$ cat config.mk
export PLATFORM = sky130hd
export DESIGN_NAME = btn_director_multi
export DESIGN_NICKNAME = d
export VERILOG_FILES = /design/src/rtl/btn_director_pkg.sv /design/src/rtl/btn_chan.sv /design/src/rtl/btn_director_multi.sv
export SDC_FILE = /design/constraint.sdc
export NUM_CORES = 1
export LEC_CHECK = 0
export ABC_CLOCK_PERIOD_IN_PS = 1600
export CAP_MARGIN = 20
export CORE_UTILIZATION = 35
export DETAILED_ROUTE_END_ITERATION = 12
export SYNTH_ARGS = -nofsm -noshare
export SYNTH_HDL_FRONTEND = slang
export SYNTH_SLANG_ARGS = --single-unit
$ cat constraint.sdc
create_clock -name clk -period 1.6 [get_ports clk]
set_clock_uncertainty 0.15 [all_clocks]
set_input_delay 0.32 -clock clk [delete_from_list [all_inputs] [get_ports clk]]
set_output_delay 0.32 -clock clk [all_outputs]
set_load 0.02 [all_outputs]
$ cat src/rtl/btn_director_pkg.sv
// Shared types and width helpers for the multi-channel button director.
package btn_director_pkg;

  typedef enum logic [1:0] {
    IDLE        = 2'd0,
    DEB_PRESS   = 2'd1,
    HELD        = 2'd2,
    DEB_RELEASE = 2'd3
  } state_t;

  // Bits needed to hold a count from 0 up to and including n.
  function automatic int cnt_width(input int n);
    return (n < 1) ? 1 : $clog2(n + 1);
  endfunction

  function automatic int max_int(input int a, input int b);
    return (a > b) ? a : b;
  endfunction

endpackage

$ cat src/rtl/btn_chan.sv
// One button channel: 2-flop synchroniser, press/release debounce FSM, dir toggle.
// BTN_DIRECTOR_AUTOREPEAT_EN adds held-key auto-repeat pressed pulses.
module btn_chan
  import btn_director_pkg::*;
#(
  parameter int   DB_TICKS = 4,
  parameter logic INIT_DIR = 1'b1
`ifdef BTN_DIRECTOR_AUTOREPEAT_EN
  ,
  parameter int   REP_DELAY = 32,
  parameter int   REP_RATE  = 8
`endif
) (
  input  logic clk,
  input  logic rst,
  input  logic sclk,
  input  logic btn,
  output logic dir,
  output logic pressed,
  output logic released,
  output logic held
);

  localparam int CW = cnt_width(DB_TICKS);
  localparam logic [CW-1:0] CNT_LAST = CW'(DB_TICKS - 1);

  logic [1:0]    sync_q;
  logic          s;
  state_t        state_q, state_d;
  logic [CW-1:0] cnt_q, cnt_d;
  logic          dir_d, pressed_d, released_d;

`ifdef BTN_DIRECTOR_AUTOREPEAT_EN
  localparam int RW = cnt_width(max_int(REP_DELAY, REP_RATE));
  localparam logic [RW-1:0] DELAY_LAST = RW'(REP_DELAY - 1);
  localparam logic [RW-1:0] RATE_LAST  = RW'(REP_RATE - 1);
  logic [RW-1:0] rep_q, rep_d;
  logic          rep_first_q, rep_first_d;
`endif

  assign s = sync_q[1];

  // Valid/ready does not apply here: sclk is a qualifier, outputs are registered levels/pulses.
  always_comb begin
    state_d    = state_q;
    cnt_d      = cnt_q;
    dir_d      = dir;
    pressed_d  = 1'b0;
    released_d = 1'b0;
`ifdef BTN_DIRECTOR_AUTOREPEAT_EN
    rep_d       = rep_q;
    rep_first_d = rep_first_q;
`endif
    unique case (state_q)
      IDLE: begin
        if (s) begin
          state_d = DEB_PRESS;
          cnt_d   = '0;
        end
      end
      DEB_PRESS: begin
        if (!s) begin
          state_d = IDLE;
          cnt_d   = '0;
        end else if (sclk) begin
          if (cnt_q == CNT_LAST) begin
            state_d   = HELD;
            cnt_d     = '0;
            pressed_d = 1'b1;
            dir_d     = ~dir;
`ifdef BTN_DIRECTOR_AUTOREPEAT_EN
            rep_d       = '0;
            rep_first_d = 1'b0;
`endif
          end else begin
            cnt_d = cnt_q + 1'b1;
          end
        end
      end
      HELD: begin
        if (!s) begin
          state_d = DEB_RELEASE;
          cnt_d   = '0;
        end
`ifdef BTN_DIRECTOR_AUTOREPEAT_EN
        else if (sclk) begin
          // First repeat waits REP_DELAY ticks, later ones REP_RATE; dir is left alone.
          if (rep_q == (rep_first_q ? RATE_LAST : DELAY_LAST)) begin
            pressed_d   = 1'b1;
            rep_d       = '0;
            rep_first_d = 1'b1;
          end else begin
            rep_d = rep_q + 1'b1;
          end
        end
`endif
      end
      DEB_RELEASE: begin
        if (s) begin
          state_d = HELD;
          cnt_d   = '0;
`ifdef BTN_DIRECTOR_AUTOREPEAT_EN
          rep_d       = '0;
          rep_first_d = 1'b0;
`endif
        end else if (sclk) begin
          if (cnt_q == CNT_LAST) begin
            state_d    = IDLE;
            cnt_d      = '0;
            released_d = 1'b1;
          end else begin
            cnt_d = cnt_q + 1'b1;
          end
        end
      end
      default: begin
        state_d = IDLE;
        cnt_d   = '0;
      end
    endcase
  end

  always_ff @(posedge clk or negedge rst) begin
    if (!rst) begin
      sync_q   <= '0;
      state_q  <= IDLE;
      cnt_q    <= '0;
      dir      <= INIT_DIR;
      pressed  <= 1'b0;
      released <= 1'b0;
      held     <= 1'b0;
    end else begin
      sync_q   <= {sync_q[0], btn};
      state_q  <= state_d;
      cnt_q    <= cnt_d;
      dir      <= dir_d;
      pressed  <= pressed_d;
      released <= released_d;
      held     <= (state_d == HELD) || (state_d == DEB_RELEASE);
    end
  end

`ifdef BTN_DIRECTOR_AUTOREPEAT_EN
  always_ff @(posedge clk or negedge rst) begin
    if (!rst) begin
      rep_q       <= '0;
      rep_first_q <= 1'b0;
    end else begin
      rep_q       <= rep_d;
      rep_first_q <= rep_first_d;
    end
  end
`endif

endmodule

$ cat src/rtl/btn_director_multi.sv
// NCH independent debounced buttons with direction toggle and press/release pulses.
// Define BTN_DIRECTOR_AUTOREPEAT_EN to enable held-key auto-repeat pulses.
module btn_director_multi #(
  parameter int             NCH      = 4,
  parameter int             DB_TICKS = 4,
  parameter logic [NCH-1:0] INIT_DIR = {NCH{1'b1}}
`ifdef BTN_DIRECTOR_AUTOREPEAT_EN
  ,
  parameter int             REP_DELAY = 32,
  parameter int             REP_RATE  = 8
`endif
) (
  input  logic           clk,
  input  logic           rst,
  input  logic           sclk,
  input  logic [NCH-1:0] btn,
  output logic [NCH-1:0] dir,
  output logic [NCH-1:0] pressed,
  output logic [NCH-1:0] released,
  output logic [NCH-1:0] held
);

  for (genvar i = 0; i < NCH; i++) begin : g_chan
    btn_chan #(
      .DB_TICKS (DB_TICKS),
      .INIT_DIR (INIT_DIR[i])
`ifdef BTN_DIRECTOR_AUTOREPEAT_EN
      ,
      .REP_DELAY(REP_DELAY),
      .REP_RATE (REP_RATE)
`endif
    ) u_chan (
      .clk     (clk),
      .rst     (rst),
      .sclk    (sclk),
      .btn     (btn[i]),
      .dir     (dir[i]),
      .pressed (pressed[i]),
      .released(released[i]),
      .held    (held[i])
    );
  end

endmodule

* Word level (Yosys, flattened, before mapping)
Cells that the tools add are included.
** Operators by class
- Muxes and demuxes :: 88
- Add/subtract/negate cells :: 4
- Equality and inequality tests :: 32
- Reduce and logical (&&, ||, !) cells :: 16
- Bitwise operators :: 4
** Operator list (count)
- 3-bit 2-to-1 mux :: 24
- 2-bit 2-to-1 mux :: 32
- 3-bit one-hot mux with 4 select lines :: 4
- 2-bit == test, second input constant :: 16
- 2-bit one-hot mux with 4 select lines :: 4
- 1-bit 2-to-1 mux :: 24
- 4-bit AND reduction :: 4
- 3-bit by 1-bit adder with 3-bit output, second input constant :: 4
- 3-bit by 2-bit == test with 1-bit output, second input constant :: 4
- 2-bit by 1-bit == test with 1-bit output, second input constant :: 4
- 2-bit logical NOT :: 4
- 2-bit by 1-bit inequality test with 1-bit output, second input constant :: 4
- 2-bit inequality test, second input constant :: 4
- 2-bit AND reduction :: 4
- 1-bit logical OR :: 4
- 1-bit inverter :: 4
** Word-level totals
- Input bits :: 7
- Word-level logic and storage cells :: 172
- Register bits :: 44

* Longest topological paths before layout
- Depth in word-level cells :: 7
- Depth in mapped cells :: 5
- Mapped depth without buffers :: 4

* By module
A second synthesis with hierarchy kept.
** Second synthesis, totals
- Cell total of the unflattened synthesis :: 128
- Area total of the unflattened synthesis :: 1736.7 µm²
** By module, submodules not included
- btn_chan at g_chan[1].u_chan ... :: cells an instance 32, area each 431.7 µm², instances 3
- btn_chan at g_chan[0].u_chan :: cells an instance 32, area each 441.7 µm², instances 1

* Least setup slack after synthesis
OpenSTA, ideal clock, no wires.
- Path kind :: flip-flop to flip-flop
- From :: reg g_chan[0].u_chan.cnt_q[0]
- To :: reg g_chan[0].u_chan.held
- Path buffers :: 0
- Library setup time :: 0.125 ns
- Setup slack :: 0.201 ns
- Period minus slack after synthesis :: 1.399 ns
- Stages on the path, launching flop included :: 4
- Data arrival time :: 1.124 ns
- Path through :: dfrtp_1 -> ha_1 -> nand4b_1 -> mux2_2
** Between the ends
- Word-level cells in the longest chain between the ends :: 7
** Ends and longest elaborated chain
- start, declared :: RTL line btn_chan.sv:30 : logic [CW-1:0] cnt_q, cnt_d;
- start signal, assigned :: RTL line btn_chan.sv:135 : cnt_q <= cnt_d;
- 3-bit by 2-bit == test with 1-bit output * :: RTL line btn_chan.sv:66, btn_chan.sv:107
- 2-bit 2-to-1 mux, on equally long branches :: RTL line btn_chan.sv:107, btn_chan.sv:66
- 2-bit 2-to-1 mux, on equally long branches :: RTL line btn_chan.sv:106, btn_chan.sv:65
- 2-bit 2-to-1 mux, on equally long branches :: RTL line btn_chan.sv:99, btn_chan.sv:62
- 2-bit one-hot mux with 4 select lines * :: RTL line btn_chan.sv:54 : unique case (state_q)
- 2-bit == test :: RTL line btn_chan.sv:139 : held <= (state_d == HELD) || (state_d == DEB_RELEASE);
- 1-bit logical OR * :: RTL line btn_chan.sv:139
- end signal, assigned :: RTL line btn_chan.sv:139
- end, declared :: RTL line btn_chan.sv:21 : output logic held
Every way passes the cells marked *; elsewhere a longest branch is shown, timed or not.
A chain may end at the register's enable or synchronous reset.

* Final worst setup path
- From :: reg g_chan[0].u_chan.dir
- To :: out dir[0]
** RTL lines
- start, declared :: RTL line btn_chan.sv:18 : output logic dir,
- start signal, assigned :: RTL line btn_chan.sv:136 : dir <= dir_d;
- end, declared :: RTL line btn_director_multi.sv:17 : output logic [NCH-1:0] dir,
No word-level cell between the ends.

==> metrics.cfg <==
[finish]
syn2layout_area_growth_pct = 20.2
design_area_mm2 = 0.00233
n_antenna_cell = 0
drive_gt1_frac = 0.258
nets = 192

[placed_design]
dp_slack_ns = -0.301
place_congestion = 0.765
io_buffers = 22
placed_area_mm2 = 0.00218
dp_hpwl_um = 1970

[synthesis]
yosys.area.top_type = dfrtp_1
synth.area.top_cells = dfrtp_1 (50%), buf_4 (6.6%), dfstp_2 (5.4%)
synth_cells = 155
syn-num-nets = 166
synth_top_area_share = 0.503
yosysSeqAreaShare = 0.557
synth.distinct_cells = 30
ys_seq_elements = 43
mappedNetlistArea_mm2 = 0.00194
syn_area_per_cell_um2 = 12.5
ys.warnings.count = 0

[setup_path]
cp-end-kind = output pin
critical_path_class = reg2out
worstPathRequired_ns = 1.13
crit_path_top_delay_cell = dfstp_2
rrSetupSlack_ns = 0.07
crit_family = flip-flops
critPathMaxStageDelay_ns = 0.54
start_kind = flop
worstPathCellList = clkdlybuf4s15_2
crit_fanout = 2
worstPathArrival_ns = 1.08
critPathBufInv = 1

[power_and_ir_drop]
p_switching_mw = 0.608
power.internal_mw = 1.85
p_leak_nw = 1.15
ir_drop_v = 0.000470
p_per_area_mw_per_mm2 = 1050
pwr-share-clk = 0.354
seqPwrFrac = 0.510
swShare = 0.248
total_power_mw = 2.46
comb_power_share = 0.136

[floorplan]
dieHeight_um = 76.5
num_rows = 26
ioPinCount = 23
die_area_mm2 = 0.00585
start_util = 0.371
die_w_um = 76.5
core_area_mm2 = 0.00524

[timing]
slew_headroom = 0.750
worstMarginPinSlew_ns = 0.374
setup_violations = 0
fmax_mhz = 644
worst_slack_ns = 0.0461
slew_viol_final = 0
hold_violations = 0
fin_crit_sh = 0.971
timing.hold.ws_ns = 0.201
min_period_ns = 1.55

[cts]
clk_pin_slew_worst_paths_ns = 0.07
cts_tree = yes
htreeDepth = 2
clock_path_buffers = 2
cts_root_buf = clkbuf_8
cts_buffers = 5
clock_sinks = 43
worstSkewPairLatency_ns = 0.30

[global_route]
grt.overflow.total = 0
grt_usage = 0.116
grt_pass1_wl_um = 5290
grt_max_degree = 44
antenna_found_initial = 0
grt_pass1_vias = 1164

[routing]
first_pass_iters = 3
drtIter0Drc = 38
vias_per_cell = 4.62
drcViolationCount = 0
antenna_left = 0
routed_wl_um = 2990
wl_per_cell_um = 11.8
vias = 1164

[flow_run]
maxCapViolCount = 0

[status]
status = completed

[worst_hold_path]
hp-class = reg2reg

==> flip-flops by register name, indices dropped and copies added, names as in the netlist <==
register,count
g_chan.u_chan.released,4
g_chan.u_chan.state_q,7
g_chan.u_chan.dir,4
g_chan.u_chan.held,4
g_chan.u_chan.cnt_q,12
g_chan.u_chan.sync_q,8
g_chan.u_chan.pressed,4
==> placed cells by master (no fill, tap or decap), types with 2 or more instances in the layout <==
| cell type | n |
|---|---|
| clkdlybuf4s50_1 | 4 |
| nand2b_1 | 5 |
| mux2i_1 | 2 |
| nand2_1 | 15 |
| nor2_1 | 4 |
| o21a_1 | 3 |
| and2_1 | 3 |
| buf_4 | 13 |
| dlygate4sd2_1 | 12 |
| o22ai_1 | 7 |
| nor2b_1 | 4 |
| dfstp_2 | 4 |
| and2b_1 | 4 |
| nor3b_2 | 3 |
| nand4b_4 | 2 |
| nor3b_1 | 4 |
| a21oi_1 | 3 |
| xnor2_1 | 3 |
| clkdlybuf4s15_2 | 2 |
| xor2_1 | 9 |
| buf_2 | 2 |
| dfrtp_1 | 39 |
| mux2_2 | 7 |
| nand4b_1 | 2 |
| ha_1 | 3 |
| clkbuf_8 | 6 |
| a31oi_1 | 2 |
| and3_1 | 2 |
==> cell type report <==
class	count	area [um2]
Multi-Input combinational cell	94	724
Timing Repair Buffer	37	323
Clock inverter	2	35.0
Sequential cell	43	1080
Tap cell	70	87.6
Clock buffer	6	82.6
Fill cell	497	2900
==> path summary, 6_finish.rpt <==
check,startpoint,endpoint,cells after the start
worst max-delay path,g_chan[0].u_chan.dir$_DFFE_PN1P_,dir[0],1
worst min-delay path,g_chan[0].u_chan.sync_q[0]$_DFF_PN0_,g_chan[0].u_chan.sync_q[1]$_DFF_PN0_,0
worst max register to register,g_chan[1].u_chan.cnt_q[0]$_DFFE_PN0P_,g_chan[1].u_chan.held$_DFF_PN0_,4
worst min register to register,g_chan[0].u_chan.sync_q[0]$_DFF_PN0_,g_chan[0].u_chan.sync_q[1]$_DFF_PN0_,0
max in group asynchronous,rst,g_chan[1].u_chan.dir$_DFFE_PN1P_,3
min in group asynchronous,rst,g_chan[2].u_chan.sync_q[0]$_DFF_PN0_,3
==> power groups by stage <==
stage | clock network, mW | registers (mW) | logic (mW)
6_report | 0.870 | 1.25 | 0.335
5_1_grt | 0.940 | 1.27 | 0.375
4_1_cts | 0.893 | 1.26 | 0.316
3_5_place_dp | 0 | 1.27 | 0.324
3_3_place_gp | 0 | 1.27 | 0.313
2_1_floorplan | 0 | 1.26 | 0.226
==> logic make-up after synthesis <==
family,Yosys count,synth area share
AOI/OAI and AO/OA,17,0.0554
xor gates and xnor gates,12,0.0541
adders and majority gates,4,0.0258
buffers and inverters,18,0.0715
DFF,43,0.557
muxes,9,0.0509
and+or+nand+nor,52,0.186
==> what timing repair did <==
action | CTS | global route
setup buffers | 0 | 6
pin swaps | 0 | 4
resized for setup | 23 | 4
hold buffers | 1 | 0
hold endpoints to repair | 39 | 0
setup endpoints to repair | 16 | 8
==> through the flow <==
step | setup TNS (ns) | util | instances
2_1_floorplan | 0 | - | 155
3_3_place_gp | -3.46 | 0.416 | 237
3_5_place_dp | -5.50 | 0.416 | 237
4_1_cts | 0 | 0.438 | 246
5_1_grt | -0.00828 | 0.446 | 252
6_report | 0 | 0.446 | 252
==> metal layers <==
metal  up-vias  GRT usage  share of wire
li1        565          -              -
met1       574      0.140           0.46
met2        20      0.188           0.48
met3         5     0.0395          0.037
met4         0     0.0462          0.016
met5         -          0              0
==> synthesized netlist by cell type, drive strengths merged <==
library cell   n
mux2           7
nor2b          4
nand2         15
nor3b          8
nand3          1
and2           4
and2b          4
mux2i          2
and3           3
nand2b         5
buf           18
xnor2          3
a21oi          3
dfstp          4
o21a           3
o2bb2ai        1
nand4b         4
o22ai          7
dfrtp         39
ha             4
nor2           4
xor2           9
o21ai          1
a31oi          2
Power figures use the tool's default switching activity.
